### src/rtl/mult_arbiter_pkg.sv
// Shared types for the two-requester multiplier arbiter.
package mult_arbiter_pkg;

    // Arbiter FSM states; the encodings match the original 2-bit values.
    typedef enum logic [1:0] {
        IDLE = 2'd0,
        CALC = 2'd1,
        ACK  = 2'd2
    } state_t;

endpackage

### src/rtl/mult_arbiter_mult.sv
// Combinational unsigned multiplier, N x N -> 2N with no truncation.
module mult #(
    parameter int N = 4
) (
    input  logic [N-1:0]   a,
    input  logic [N-1:0]   b,
    output logic [2*N-1:0] p
);

    // Operands are widened first so the full 2N-bit product is formed.
    assign p = {{N{1'b0}}, a} * {{N{1'b0}}, b};

endmodule

### src/rtl/mult_arbiter.sv
// Round-robin arbiter sharing one multiplier between two 4-phase
// req/ack requesters. Operands and product are registered.
module mult_arbiter
    import mult_arbiter_pkg::*;
#(
    parameter int N = 4
) (
    input  logic           Clock,
    input  logic           Resetn,
    input  logic           req0,
    input  logic [N-1:0]   a0,
    input  logic [N-1:0]   b0,
    input  logic           req1,
    input  logic [N-1:0]   a1,
    input  logic [N-1:0]   b1,
    output logic           ack0,
    output logic           ack1,
    output logic [2*N-1:0] p,
    output logic           busy
);

    state_t         state;
    logic [N-1:0]   op_a;
    logic [N-1:0]   op_b;
    logic           grant;
    logic           last;
    logic           pick;
    logic [2*N-1:0] prod;

    mult #(.N(N)) u_mult (
        .a (op_a),
        .b (op_b),
        .p (prod)
    );

    // Winner selection: a lone request wins, otherwise alternate away from last served.
    always_comb begin
        pick = 1'b0;
        if (req0 && req1) begin
            pick = ~last;
        end else if (req1) begin
            pick = 1'b1;
        end
    end

    // Arbiter FSM; busy is registered alongside the state so it equals (state != IDLE).
    always_ff @(posedge Clock or negedge Resetn) begin
        if (!Resetn) begin
            state <= IDLE;
            ack0  <= 1'b0;
            ack1  <= 1'b0;
            p     <= '0;
            busy  <= 1'b0;
            op_a  <= '0;
            op_b  <= '0;
            grant <= 1'b0;
            last  <= 1'b1;
        end else begin
            case (state)
                IDLE: begin
                    if (req0 || req1) begin
                        grant <= pick;
                        op_a  <= pick ? a1 : a0;
                        op_b  <= pick ? b1 : b0;
                        busy  <= 1'b1;
                        state <= CALC;
                    end
                end
                CALC: begin
                    p     <= prod;
                    ack0  <= ~grant;
                    ack1  <= grant;
                    state <= ACK;
                end
                ACK: begin
                    if (grant ? !req1 : !req0) begin
                        ack0  <= 1'b0;
                        ack1  <= 1'b0;
                        last  <= grant;
                        busy  <= 1'b0;
                        state <= IDLE;
                    end
                end
                default: begin
                    ack0  <= 1'b0;
                    ack1  <= 1'b0;
                    busy  <= 1'b0;
                    state <= IDLE;
                end
            endcase
        end
    end

endmodule

### config.mk
export PLATFORM = sky130hd
export DESIGN_NAME = mult_arbiter
export DESIGN_NICKNAME = d
export VERILOG_FILES = /design/src/rtl/mult_arbiter_pkg.sv /design/src/rtl/mult_arbiter_mult.sv /design/src/rtl/mult_arbiter.sv
export SDC_FILE = /design/constraint.sdc
export NUM_CORES = 1
export LEC_CHECK = 0
export ABC_AREA = 1
export ABC_CLOCK_PERIOD_IN_PS = 7550
export BUFFER_PORTS_ARGS = -buffer_cell sky130_fd_sc_hd__clkbuf_2
export CAP_MARGIN = 10
export CORE_MARGIN = 2
export CORE_UTILIZATION = 45
export DETAILED_ROUTE_END_ITERATION = 10
export PLACE_DENSITY = 0.74
export SETUP_SLACK_MARGIN = 0.2
export SLEW_MARGIN = 10
export SYNTH_ARGS = -nofsm -noshare
export SYNTH_HDL_FRONTEND = slang
export SYNTH_SLANG_ARGS = --single-unit
### constraint.sdc
create_clock -name Clock -period 7.55 [get_ports Clock]
set_clock_uncertainty 0.1 [all_clocks]
set_input_delay 1.51 -clock Clock [delete_from_list [all_inputs] [get_ports Clock]]
set_output_delay 1.51 -clock Clock [all_outputs]
set_load 0.03 [all_outputs]
# Word-level counts from Yosys, hierarchy flattened

Cells that the tools add are included.

Muxes and demuxes: 13
Multiply operators: 1
Reductions and logical operators: 10
Equality and inequality tests: 4
Bitwise logic cells: 4

Operator list:

| operator             | number |
|---|---|
| $pmux W1 S3          | 3 |
| $mul A4 B4 Y8        | 1 |
| $mux W4              | 2 |
| $reduce_and A2 Y1    | 4 |
| $pmux W2 S3          | 1 |
| $mux W1              | 5 |
| $mux W2              | 2 |
| $ne A2 B2 Y1 const B | 2 |
| $not A1 Y1           | 4 |
| $reduce_and A3 Y1    | 1 |
| $eq A2 B1 Y1 const B | 1 |
| $eq A2 B2 Y1 const B | 1 |
| $logic_not A1 Y1     | 2 |
| $logic_not A2 Y1     | 1 |
| $logic_and A1 B1 Y1  | 1 |
| $logic_or A1 B1 Y1   | 1 |

Output and inout port bits: 11
Bits of input ports: 20
Register bits after elaboration: 23
Logic and storage cells: 41

# Logic depth before layout (Yosys ltp)

Depth after elaboration: 4
Depth in mapped cells: 12
Depth with buffers taken out: 12

# Hierarchy

A second synthesis with hierarchy kept.

Cell total of the unflattened synthesis: 200
Area, all modules: 1541.5 um^2

Modules (own cells, without submodules):

| module       | area each (um^2) | instances | cells an instance | seq. area each (um^2) |
|---|---|---|---|---|
| mult_arbiter | 1078.5           | 1         | 130               | 576.8 |
| mult         | 462.9            | 1         | 70                | 0.0 |

# Worst setup path after synthesis

Ideal clock, no wire load.

Path type: register to register
Start: register op_b[3]
End: register p[6]
Slack: 4.954 ns
Required time: 7.333 ns
Stages on the path, launching flop included: 12
Clock period less this slack: 2.596 ns
Data arrival time: 2.378 ns
Setup time: 0.117 ns
Path buffers: 0
Path through: dfrtp_1 -> nand2_1 -> fa_1 -> inv_1 -> fa_1 -> fa_1 -> nand2_1 -> a21oi_1 -> nor2_1 -> nand2_1 -> nand3_1 -> nand2_1

Word-level cells in the longest chain between the ends: 1

Ends and longest elaborated chain:

| item                   | line                    | RTL |
|---|---|---|
| from (decl)            | mult_arbiter.sv:24      | `logic [N-1:0] op_b;` |
| from (signal assigned) | mult_arbiter.sv:64      | `op_b <= pick ? b1 : b0;` |
| $mul A4 B4 Y8          | mult_arbiter_mult.sv:11 | `assign p = {{N{1'b0}}, a} * {{N{1'b0}}, b};` |
| to (signal assigned)   | mult_arbiter.sv:70      | `p <= prod;` |
| to (decl)              | mult_arbiter.sv:18      | `output logic [2*N-1:0] p,` |

No other way between the ends.
A chain may end at the register's enable or synchronous reset.

# Worst setup path in the final report

Start: register op_a[0]
End: register p[6]

Word-level cells in the longest chain between the ends: 1

Ends and longest elaborated chain:

| item                   | line                    | RTL |
|---|---|---|
| from (decl)            | mult_arbiter.sv:23      | `logic [N-1:0] op_a;` |
| from (signal assigned) | mult_arbiter.sv:63      | `op_a <= pick ? a1 : a0;` |
| $mul A4 B4 Y8          | mult_arbiter_mult.sv:11 |  |

No other way between the ends.

==> flow_summary_export.csv <==
group,metric,value,unit
placement,port_buffers,30,
worst_hold_path,hold_depth,2,
floorplan,initial_core_util,0.471,
synthesis,syn-num-nets,218,
worst_setup_path,r2r_start,"op_a[0]$_DFFE_PN0P_",
timing,setup_viol,0,
timing,tightest_slew,0.550,ns
timing,rsz0062_at_grt,"false",
worst_hold_path,hp-class,"flop to flop",
power_and_ir_drop,power_leakage,0.000985,µW
timing,hold_ws,0.389,ns
cts,cts_setup_buffers,0,
routing,firstDrtPassIters,4,
synthesis,postSynthAreaPerCell,7.90,µm²
timing,hold_viol,0,
global_routing,grt_start_max_net_pins,24,
placement,post-place-ws,4.82,ns
outcome,status,"finished clean",
cts,htree_levels,1,
job,drv_cap,0,
global_routing,grt_pass1_vias,1094,
timing,slew_headroom,0.633,
global_routing,grt-ovfl-total,0,
cts,cts_buffers,3,
worst_setup_path,cp-start-kind,"flop",
worst_setup_path,reg2reg_to,"p[6]$_DFFE_PN0P_",
floorplan,coreArea,3050,µm²
worst_setup_path,cp-end-kind,"flop",
cells_and_area,finalInstanceArea,1650,µm²
cells_and_area,synthToLayoutAreaGrowth,15.0,%
routing,drt_iter0_drc,53,
power_and_ir_drop,ir_worst_vdd,0.168,mV
floorplan,fp.dieArea,3660,µm²
timing,period_share,0.364,
cells_and_area,n_antenna_cell,0,
routing,drt_wl_total,2620,µm
floorplan,io_pins,31,
cells_and_area,drive_gt1_frac,0.201,
global_routing,grt_pass1_wl,4520,µm
synthesis,synth_cell_type_count,21,
power_and_ir_drop,p_total,680,µW
cts,cts_tree,"done",
worst_setup_path,crit_type,"flop to flop",
routing,wl_per_cell,10.2,µm
power_and_ir_drop,powerDensity,411,nW/µm²
cts,root_buffer,"clkbuf_4",
global_routing,antenna_found_initial,0,
routing,ant_nets,0,
worst_setup_path,required,7.67,ns
worst_setup_path,endpoint,"p[6]$_DFFE_PN0P_",
floorplan,die_h,60.5,µm
worst_setup_path,path_max_fanout,5,
floorplan,die_x,60.5,µm
timing,fin_tns_setup,0,ns
placement,dpl_cell_area,1630,µm²
timing,setup_slack,4.80,ns
synthesis,syn_inst,182,
cts,cts_resized,0,
cts,clkTransAtPathRegs,0.13,ns
cts,hold_buffers,0,
synthesis,ys_warn_count,0,
cts,clock_path_buffers,2,
routing,via_count,1241,
cells_and_area,nets,251,
routing,drcViolationCount,0,
worst_setup_path,timing.critical_path.from,"op_a[0]$_DFFE_PN0P_",
placement,dp_hpwl,2110,µm
timing,min_period,2.75,ns
timing,maxSlewViolCount,0,
routing,detail_route.vias_per_cell,4.81,
synthesis,ys_seq_area_frac,0.401,
worst_setup_path,arrival,2.87,ns
synthesis,ys_seq_elements,23,
worst_setup_path,r2r_cells,11,
worst_setup_path,r2r_slack,4.80,ns
cts,clock_latency,0.31,ns
placement,place_congestion,0.749,
floorplan,num_rows,20,
cts,cts_num_sinks,23,
synthesis,syn_area,1440,µm²
timing,fmax,364,MHz
global_routing,grtUsageTotal,0.163,
cells in the final DEF, fill, tap and decap left out:
cell type  netlist  layout
o31ai_1          1       1
o21ai_0         13      13
dfrtp_1         22      22
a21oi_1          4       4
nor2_4           1       1
o21ai_2          2       2
fa_1             4       4
nor2_1          11      11
ha_1            12      12
nand4_1          1       1
dfstp_2          1       1
clkbuf_4         0       3
a21oi_4          1       1
nand2_1         58      58
nand3_1          8       8
inv_2            4       4
clkbuf_1         0       1
nor2_2           1       1
inv_1           26      26
clkbuf_2         0      30
o21ai_1          8       8
o22ai_1          2       2
how the worst min path moves through the flow:
stage	start	end	slack, ns
6_report	busy$_DFFE_PN0P_	busy$_DFFE_PN0P_	0.39
3_5_place_dp	p[3]$_DFFE_PN0P_	p[3]$_DFFE_PN0P_	0.36
4_1_cts	p[3]$_DFFE_PN0P_	p[3]$_DFFE_PN0P_	0.39
2_1_floorplan	last$_DFFE_PN1P_	last$_DFFE_PN1P_	0.39
3_3_place_gp	p[3]$_DFFE_PN0P_	p[3]$_DFFE_PN0P_	0.35
5_1_grt	p[3]$_DFFE_PN0P_	p[3]$_DFFE_PN0P_	0.41
critical path, cell delays in order, from the launching register on:
cell	delay [ns]
dfrtp_1	0.43
nand2_1	0.10
fa_1	0.54
inv_1	0.06
fa_1	0.53
fa_1	0.46
nand2_1	0.10
a21oi_1	0.08
nor2_1	0.09
nand2_1	0.05
nand3_1	0.07
nand2_1	0.05
cell families after synthesis:
group / count (synthesis) / share of synthesized area
compound gates: 31 / 0.124
simple gates: 80 / 0.225
fa+ha+maj: 16 / 0.160
buf+inv: 32 / 0.0896
flops: 23 / 0.401
power breakdown:
part | total (µW) | internal (µW) | switching [µW]
clock | 58.4 | 20.7 | 37.8
sequential | 230 | 180 | 50.5
combinational | 391 | 141 | 249
synthesized netlist by cell type (all sizes together):
master | instances | share of area
o22ai | 2 | 0.0087
nand2 | 58 | 0.15
a21oi | 5 | 0.025
fa | 4 | 0.056
nand4 | 1 | 0.0044
dfstp | 1 | 0.018
inv | 30 | 0.078
nor2 | 13 | 0.041
ha | 12 | 0.10
o31ai | 1 | 0.0052
buf | 2 | 0.011
nand3 | 8 | 0.028
dfrtp | 22 | 0.38
o21ai | 23 | 0.085
flip-flops by register name, summed over array words and instances (netlist names):
name	cells
p	8
op_a	4
op_b	4
state	2
ack0	1
ack1	1
busy	1
grant	1
last	1
area by class of cell:
class	instances	area, µm²
inverter	30	113
multi-input combinational	127	732
tap	44	55.1
sequential	23	577
clock buffer	4	26.3
fill	305	1400
timing repair buffer	30	150
layer usage:
metal / GRT usage / share of wire
met5: 0 / 0
met4: 0.0652 / 0.0080
met3: 0.0277 / 0.050
met2: 0.269 / 0.45
met1: 0.213 / 0.49
through the flow:
| stage | utilization | std cells |
|---|---|---|
| finish | 0.541 | 258 |
| global route | 0.541 | 258 |
| CTS | 0.541 | 258 |
| detailed placement | 0.533 | 254 |
| global placement | 0.533 | 254 |
| floorplan | - | 182 |
Power figures use the tool's default switching activity.
